## src/rtl/rst_cipher_ctrl.sv

```systemverilog
// Sequencer for one rst_cipher: installs and validates a 12-char key, streams plaintext
// into the fixed-latency cipher and buffers ciphertext pairs for a back-pressured sink.
`timescale 1ns/1ps
module rst_cipher_ctrl #(
    parameter int FIFO_DEPTH  = 4,
    parameter bit MSG_RESTART = 1'b1
) (
    input  logic        clk,
    input  logic        rst_n,
    input  logic [95:0] key_in,
    input  logic        key_load,
    output logic        key_load_ready,
    output logic        key_ok,
    output logic        key_err,
    input  logic        ptxt_in_valid,
    output logic        ptxt_in_ready,
    input  logic [7:0]  ptxt_in_char,
    input  logic        ptxt_in_last,
    output logic        ctxt_out_valid,
    input  logic        ctxt_out_ready,
    output logic [15:0] ctxt_out_data,
    output logic        msg_done,
    output logic [7:0]  drop_cnt,
    output logic        cph_rst_n,
    output logic [95:0] cph_key,
    output logic        cph_ptxt_valid,
    output logic [7:0]  cph_ptxt_char,
    input  logic [15:0] cph_ctxt_str,
    input  logic        cph_ctxt_ready,
    input  logic        cph_err_invalid_key,
    input  logic        cph_err_invalid_ptxt_char
);

    localparam int PW = (FIFO_DEPTH > 1) ? $clog2(FIFO_DEPTH) : 1;
    localparam int CW = PW + 1;
    localparam logic [CW:0] DEPTH_C = (CW+1)'(FIFO_DEPTH);

    typedef enum logic [2:0] {IDLE, KRST, KWAIT, KCHK, READY, STREAM, DRAIN} state_t;

    state_t        state_q, state_d;
    logic          key_ok_q, key_ok_d;
    logic          key_err_q, key_err_d;
    logic          msg_sent_q, msg_sent_d;
    logic [7:0]    drop_cnt_q, drop_cnt_d;
    logic          msg_done_q, msg_done_d;
    logic          cph_rst_n_q, cph_rst_n_d;
    logic [95:0]   key_q;
    logic          key_ld, accept;

    logic          vld_p1_q, vld_p2_q;
    logic [7:0]    char_p1_q;
    logic [1:0]    inflight;
    logic [CW:0]   occ;

    logic [15:0]   mem_q [FIFO_DEPTH];
    logic [PW-1:0] wr_ptr_q, rd_ptr_q;
    logic [CW-1:0] cnt_q, cnt_d;
    logic          push, pop;

    logic          unused_diag;
    assign unused_diag = cph_err_invalid_ptxt_char;

    function automatic logic [7:0] sat_inc8(input logic [7:0] v);
        return (v == 8'hFF) ? v : v + 8'd1;
    endfunction

    // Credit: FIFO entries plus chars still in the two-cycle cipher path
    assign inflight = {1'b0, vld_p1_q} + {1'b0, vld_p2_q};
    assign occ      = {1'b0, cnt_q} + {{(CW-1){1'b0}}, inflight};
    assign push     = vld_p2_q && cph_ctxt_ready;
    assign pop      = ctxt_out_ready && (cnt_q != '0);

    always_comb begin
        state_d        = state_q;
        key_ok_d       = key_ok_q;
        key_err_d      = key_err_q;
        msg_sent_d     = msg_sent_q;
        drop_cnt_d     = drop_cnt_q;
        msg_done_d     = 1'b0;
        key_ld         = 1'b0;
        accept         = 1'b0;
        ptxt_in_ready  = 1'b0;
        key_load_ready = (state_q == IDLE) || (state_q == READY);

        if (vld_p2_q && !cph_ctxt_ready)
            drop_cnt_d = sat_inc8(drop_cnt_q);

        case (state_q)
            IDLE: begin
                if (key_load) begin
                    key_ld  = 1'b1;
                    state_d = KRST;
                end
            end
            KRST:  state_d = KWAIT;
            KWAIT: state_d = KCHK;
            KCHK: begin
                if (cph_err_invalid_key) begin
                    key_err_d = 1'b1;
                    key_ok_d  = 1'b0;
                    state_d   = IDLE;
                end else begin
                    key_ok_d   = 1'b1;
                    key_err_d  = 1'b0;
                    msg_sent_d = 1'b0;
                    state_d    = READY;
                end
            end
            READY: begin
                if (key_load) begin
                    key_ld  = 1'b1;
                    state_d = KRST;
                end else if (ptxt_in_valid) begin
                    // Re-install returns here with msg_sent cleared, then streams
                    if (MSG_RESTART && msg_sent_q) begin
                        state_d = KRST;
                    end else begin
                        state_d    = STREAM;
                        drop_cnt_d = 8'd0;
                    end
                end
            end
            STREAM: begin
                ptxt_in_ready = (occ < DEPTH_C);
                if (ptxt_in_valid && ptxt_in_ready) begin
                    accept = 1'b1;
                    if (ptxt_in_last)
                        state_d = DRAIN;
                end
            end
            DRAIN: begin
                if (inflight == 2'd0) begin
                    msg_done_d = 1'b1;
                    msg_sent_d = 1'b1;
                    state_d    = READY;
                end
            end
            default: state_d = IDLE;
        endcase

        cph_rst_n_d = !((state_d == IDLE) || (state_d == KRST));
    end

    always_comb begin
        cnt_d = cnt_q;
        case ({push, pop})
            2'b10:   cnt_d = cnt_q + 1'b1;
            2'b01:   cnt_d = cnt_q - 1'b1;
            default: cnt_d = cnt_q;
        endcase
    end

    always_ff @(posedge clk or negedge rst_n) begin
        if (!rst_n) begin
            state_q     <= IDLE;
            key_ok_q    <= 1'b0;
            key_err_q   <= 1'b0;
            msg_sent_q  <= 1'b0;
            drop_cnt_q  <= 8'd0;
            msg_done_q  <= 1'b0;
            cph_rst_n_q <= 1'b0;
            vld_p1_q    <= 1'b0;
            vld_p2_q    <= 1'b0;
            wr_ptr_q    <= '0;
            rd_ptr_q    <= '0;
            cnt_q       <= '0;
        end else begin
            state_q     <= state_d;
            key_ok_q    <= key_ok_d;
            key_err_q   <= key_err_d;
            msg_sent_q  <= msg_sent_d;
            drop_cnt_q  <= drop_cnt_d;
            msg_done_q  <= msg_done_d;
            cph_rst_n_q <= cph_rst_n_d;
            // p1: char on cipher inputs; p2: cipher result due
            vld_p1_q    <= accept;
            vld_p2_q    <= vld_p1_q;
            cnt_q       <= cnt_d;
            if (push) wr_ptr_q <= wr_ptr_q + 1'b1;
            if (pop)  rd_ptr_q <= rd_ptr_q + 1'b1;
        end
    end

    always_ff @(posedge clk) begin
        if (key_ld) key_q <= key_in;
        if (accept) char_p1_q <= ptxt_in_char;
        if (push)   mem_q[wr_ptr_q] <= cph_ctxt_str;
    end

    assign key_ok         = key_ok_q;
    assign key_err        = key_err_q;
    assign msg_done       = msg_done_q;
    assign drop_cnt       = drop_cnt_q;
    assign cph_rst_n      = cph_rst_n_q;
    assign cph_key        = key_q;
    assign cph_ptxt_valid = vld_p1_q;
    assign cph_ptxt_char  = char_p1_q;
    assign ctxt_out_valid = (cnt_q != '0);
    assign ctxt_out_data  = mem_q[rd_ptr_q];

endmodule

```

## config.mk

```make
export PLATFORM = sky130hd
export DESIGN_NAME = rst_cipher_ctrl
export DESIGN_NICKNAME = d
export VERILOG_FILES = /design/src/rtl/rst_cipher_ctrl.sv
export SDC_FILE = /design/constraint.sdc
export NUM_CORES = 1
export LEC_CHECK = 0
export CAP_MARGIN = 30
export CORE_ASPECT_RATIO = 1.75
export CORE_UTILIZATION = 43
export DETAILED_ROUTE_END_ITERATION = 6
export PLACE_DENSITY_LB_ADDON = 0.25
export SLEW_MARGIN = 20
export SYNTH_ARGS = -nofsm -noshare
export SYNTH_HDL_FRONTEND = slang
export SYNTH_SLANG_ARGS = --single-unit
```

## constraint.sdc

```tcl
create_clock -name clk -period 4.15 [get_ports clk]
set_input_delay 0.83 -clock clk [delete_from_list [all_inputs] [get_ports clk]]
set_output_delay 0.83 -clock clk [all_outputs]
set_load 0.05 [all_outputs]
```

==> flow_summary_export.csv <==
group,metric,value,unit
run_status,status,"finished, final reports clean",
worst_setup_path,cpMaxStageDelayCell,"clkdlybuf4s50_1",
power_and_ir_drop,power,6.47,mW
route,drc,0,
placement,postPlaceCellArea,0.00962,sq mm
logic_synthesis,yosysUniqueCellTypes,40,
clock_tree,insertion_delay,0.42,ns
timing,setup-tns-final,0,ns
worst_setup_path,cp_max_fo,8,
floorplan,initial_core_util,0.439,
clock_tree,cts_sinks,193,
logic_synthesis,synth-seq-area-share,0.839,
logic_synthesis,syn_area,0.00676,sq mm
route,num_vias,3934,
logic_synthesis,ys_top_cells_by_area,"edfxtp_1 (75%), dfrtp_1 (9.3%), mux4_2 (5.3%)",
logic_synthesis,synth_top_area_cell,"edfxtp_1",
flow_run,maxCapViolCount,0,
logic_synthesis,synth_most_common_cell,"edfxtp_1",
power_and_ir_drop,vdd_ir_drop_max,0.000411,V
logic_synthesis,synth_enable_flop_cells,168,
worst_setup_path,crit_path_start,"vld_p2_q",
floorplan,dieWidth,96.8,um
timing,fin_skew,0.0103,ns
final_layout,final_cell_area,0.0102,sq mm
route,ant_nets,0,
clock_tree,htree_levels,4,
grt,grt_max_degree,51,
floorplan,die_y,168,um
logic_synthesis,syn_avg_cell_area,21.3,sq um
worst_setup_path,cp_top_family,"buffers and inverters",
floorplan,core_area,0.0154,sq mm
logic_synthesis,synth_fp_nets,456,
worst_setup_path,crit_arrival,2.80,ns
worst_setup_path,required,3.32,ns
grt,grt_use_total,0.195,
logic_synthesis,syn_inst,317,
grt,grt-ovfl-total,0,
worst_setup_path,crit_type,"register to output pin",
logic_synthesis,dominantRegCellSynth,"edfxtp_1",
final_layout,num_antenna_cells,0,
route,viasPerCell,4.97,
clock_tree,cts_setup_buffers,0,
timing,post-route-min-period,3.63,ns
route,avgRoutedWirePerCell,19.5,um
timing,worst_slack,0.520,ns
route,drtIter0Drc,119,
clock_tree,numCtsBuffers,17,
worst_setup_path,critPathLaunchType,"register",
worst_setup_path,rr_worst_depth,5,
min_path,hp-class,"input port to async pin",
route,drt-pass1-iter-count,4,
final_layout,drive_gt1_frac,0.0875,
logic_synthesis,ys_seq_elements,193,
logic_synthesis,ys_warn_count,0,
clock_tree,cts_tree,"yes",
final_layout,nets,733,
placement,port_buffers,263,
timing,setup_viol,0,
final_layout,areaGrowthSynthToFinish,50.4,%
placement,place_ws,0.979,ns
grt,grt_pass1_wl,23400,um
clock_tree,clk_path_buf_depth,2,
logic_synthesis,synthArstFlopShare,0.130,
worst_setup_path,worstSetupEndpointType,"output pin",
worst_setup_path,rrSetupSlack,1.85,ns
worst_setup_path,cpPeakStageDelay,0.80,ns
power_and_ir_drop,powerDensity,636,mW/mm^2
timing,max_freq,276,MHz
clock_tree,root_buffer,"clkbuf_16",
placement,hpwl,11300,um
timing,fin_crit_sh,0.875,
clock_tree,cts.clk_slew.worst_paths,0.07,ns
timing,finalHoldViolCount,0,
timing,rsz0062_at_grt,"no",
grt,antenna_found_initial,0,
route,postRouteWirelength,15400,um
floorplan,io-pin-count,265,
worst_setup_path,cp_common_cell,"ha_1",
worst_setup_path,worstReg2RegEnd,"cph_ptxt_char[5]",
timing,tightestPinTransition,0.907,ns
clock_tree,postCtsHoldBufs,0,
clock_tree,cts_resized,0,
logic_synthesis,synth_top_area_frac,0.746,
floorplan,num_rows,60,
logic_synthesis,ys_top_cells_by_count,"edfxtp_1 (168), dfrtp_1 (25), mux4_2 (16)",
grt,grt_pass1_vias,4265,
worst_setup_path,crit_path_cell_trace,"ha_1 -> ha_1 -> a311oi_1 -> and4b_4 -> clkdlybuf4s50_1",
worst_setup_path,reg2reg_from,"vld_p2_q",
floorplan,dieArea,0.0162,sq mm
timing,slew_viol_final,0,
timing,slew_headroom,0.396,
worst_setup_path,cp.buffers_inverters,1,
placement,globalplace.congestion,0.760,
power_and_ir_drop,p_leak,3.57,nW
routing by layer:
layer / wire length [um] / GRT usage / share of wire / up-vias
li1: - / - / - / 1800
met1: 5570 / 0.198 / 0.36 / 1913
met2: 8070 / 0.338 / 0.52 / 189
met3: 1200 / 0.0772 / 0.077 / 32
met4: 595 / 0.109 / 0.039 / 0
met5: 0 / 0 / 0 / -
power by group:
part	internal, mW	total [mW]	switching (mW)
Combinational	0.831	2.31	1.48
Sequential	2.44	2.63	0.196
Clock	0.787	1.53	0.741
worst max path at each step:
stage                         end  slack (ns)  depth (start not counted)
global placement    ptxt_in_ready        0.99                          5
CTS                 ptxt_in_ready        0.50                          5
global route        ptxt_in_ready        0.40                          5
floorplan              cph_key[0]        0.07                          3
finish              ptxt_in_ready        0.52                          5
detailed placement  ptxt_in_ready        0.98                          5
state kept, by name, indices dropped and copies added (netlist names):
register / flops
wr_ptr_q: 2
cph_rst_n: 1
state_q: 3
cph_ptxt_char: 8
cph_ptxt_valid: 1
msg_done: 1
drop_cnt: 8
vld_p2_q: 1
rd_ptr_q: 2
msg_sent_q: 1
key_err: 1
key_ok: 1
cnt_q: 3
cph_key: 96
mem_q: 64
cells by family (layout without fill, tap and decap cells):
kind of cell | after synthesis | in the layout | share of synthesized area
AND/OR/NAND/NOR | 49 | 49 | 0.0396
adder cells (fa/ha/maj) | 10 | 10 | 0.0196
AO/OA/AOI/OAI | 19 | 19 | 0.0185
XOR/XNOR | 9 | 9 | 0.0117
flip-flops | 193 | 193 | 0.839
multiplexers | 22 | 22 | 0.0625
buffers and inverters | 15 | 304 | 0.00944
placed cells by master (no fill, tap or decap), drive strengths merged, types with 2 or more instances in the layout:
| cell | netlist | layout |
|---|---|---|
| mux4 | 16 | 16 |
| nor2 | 12 | 12 |
| inv | 8 | 13 |
| clkinvlp | 0 | 4 |
| mux2 | 2 | 2 |
| ha | 9 | 9 |
| nand2 | 7 | 7 |
| edfxtp | 168 | 168 |
| nor3 | 4 | 4 |
| buf | 4 | 3 |
| and3 | 6 | 6 |
| clkbuf | 3 | 18 |
| xnor2 | 4 | 4 |
| mux2i | 4 | 4 |
| clkdlybuf4s50 | 0 | 262 |
| nand3 | 3 | 3 |
| clkinv | 0 | 4 |
| a21oi | 4 | 4 |
| nand4 | 2 | 2 |
| and2 | 5 | 5 |
| dfrtp | 25 | 25 |
| a31oi | 3 | 3 |
| xor2 | 5 | 5 |
| o21ai | 5 | 5 |
| nand2b | 4 | 4 |
metrics by stage:
stage	hold WS, ns	utilization	cells
after floorplan	0.456	-	317
after global placement	0.415	0.625	761
after detailed placement	0.416	0.625	761
after CTS	0.407	0.661	792
after global routing	0.442	0.661	792
final	0.400	0.661	792
area by class of cell:
class	count	area, sq um
fillers	1056	5220
inverters	8	30.0
multi-input cells	109	1030
well taps	186	233
clock buffers	18	429
flip-flops and latches	193	5670
clock inverters	13	124
repair buffers	265	2660
Note: power is estimated with default switching activity, not from simulation.
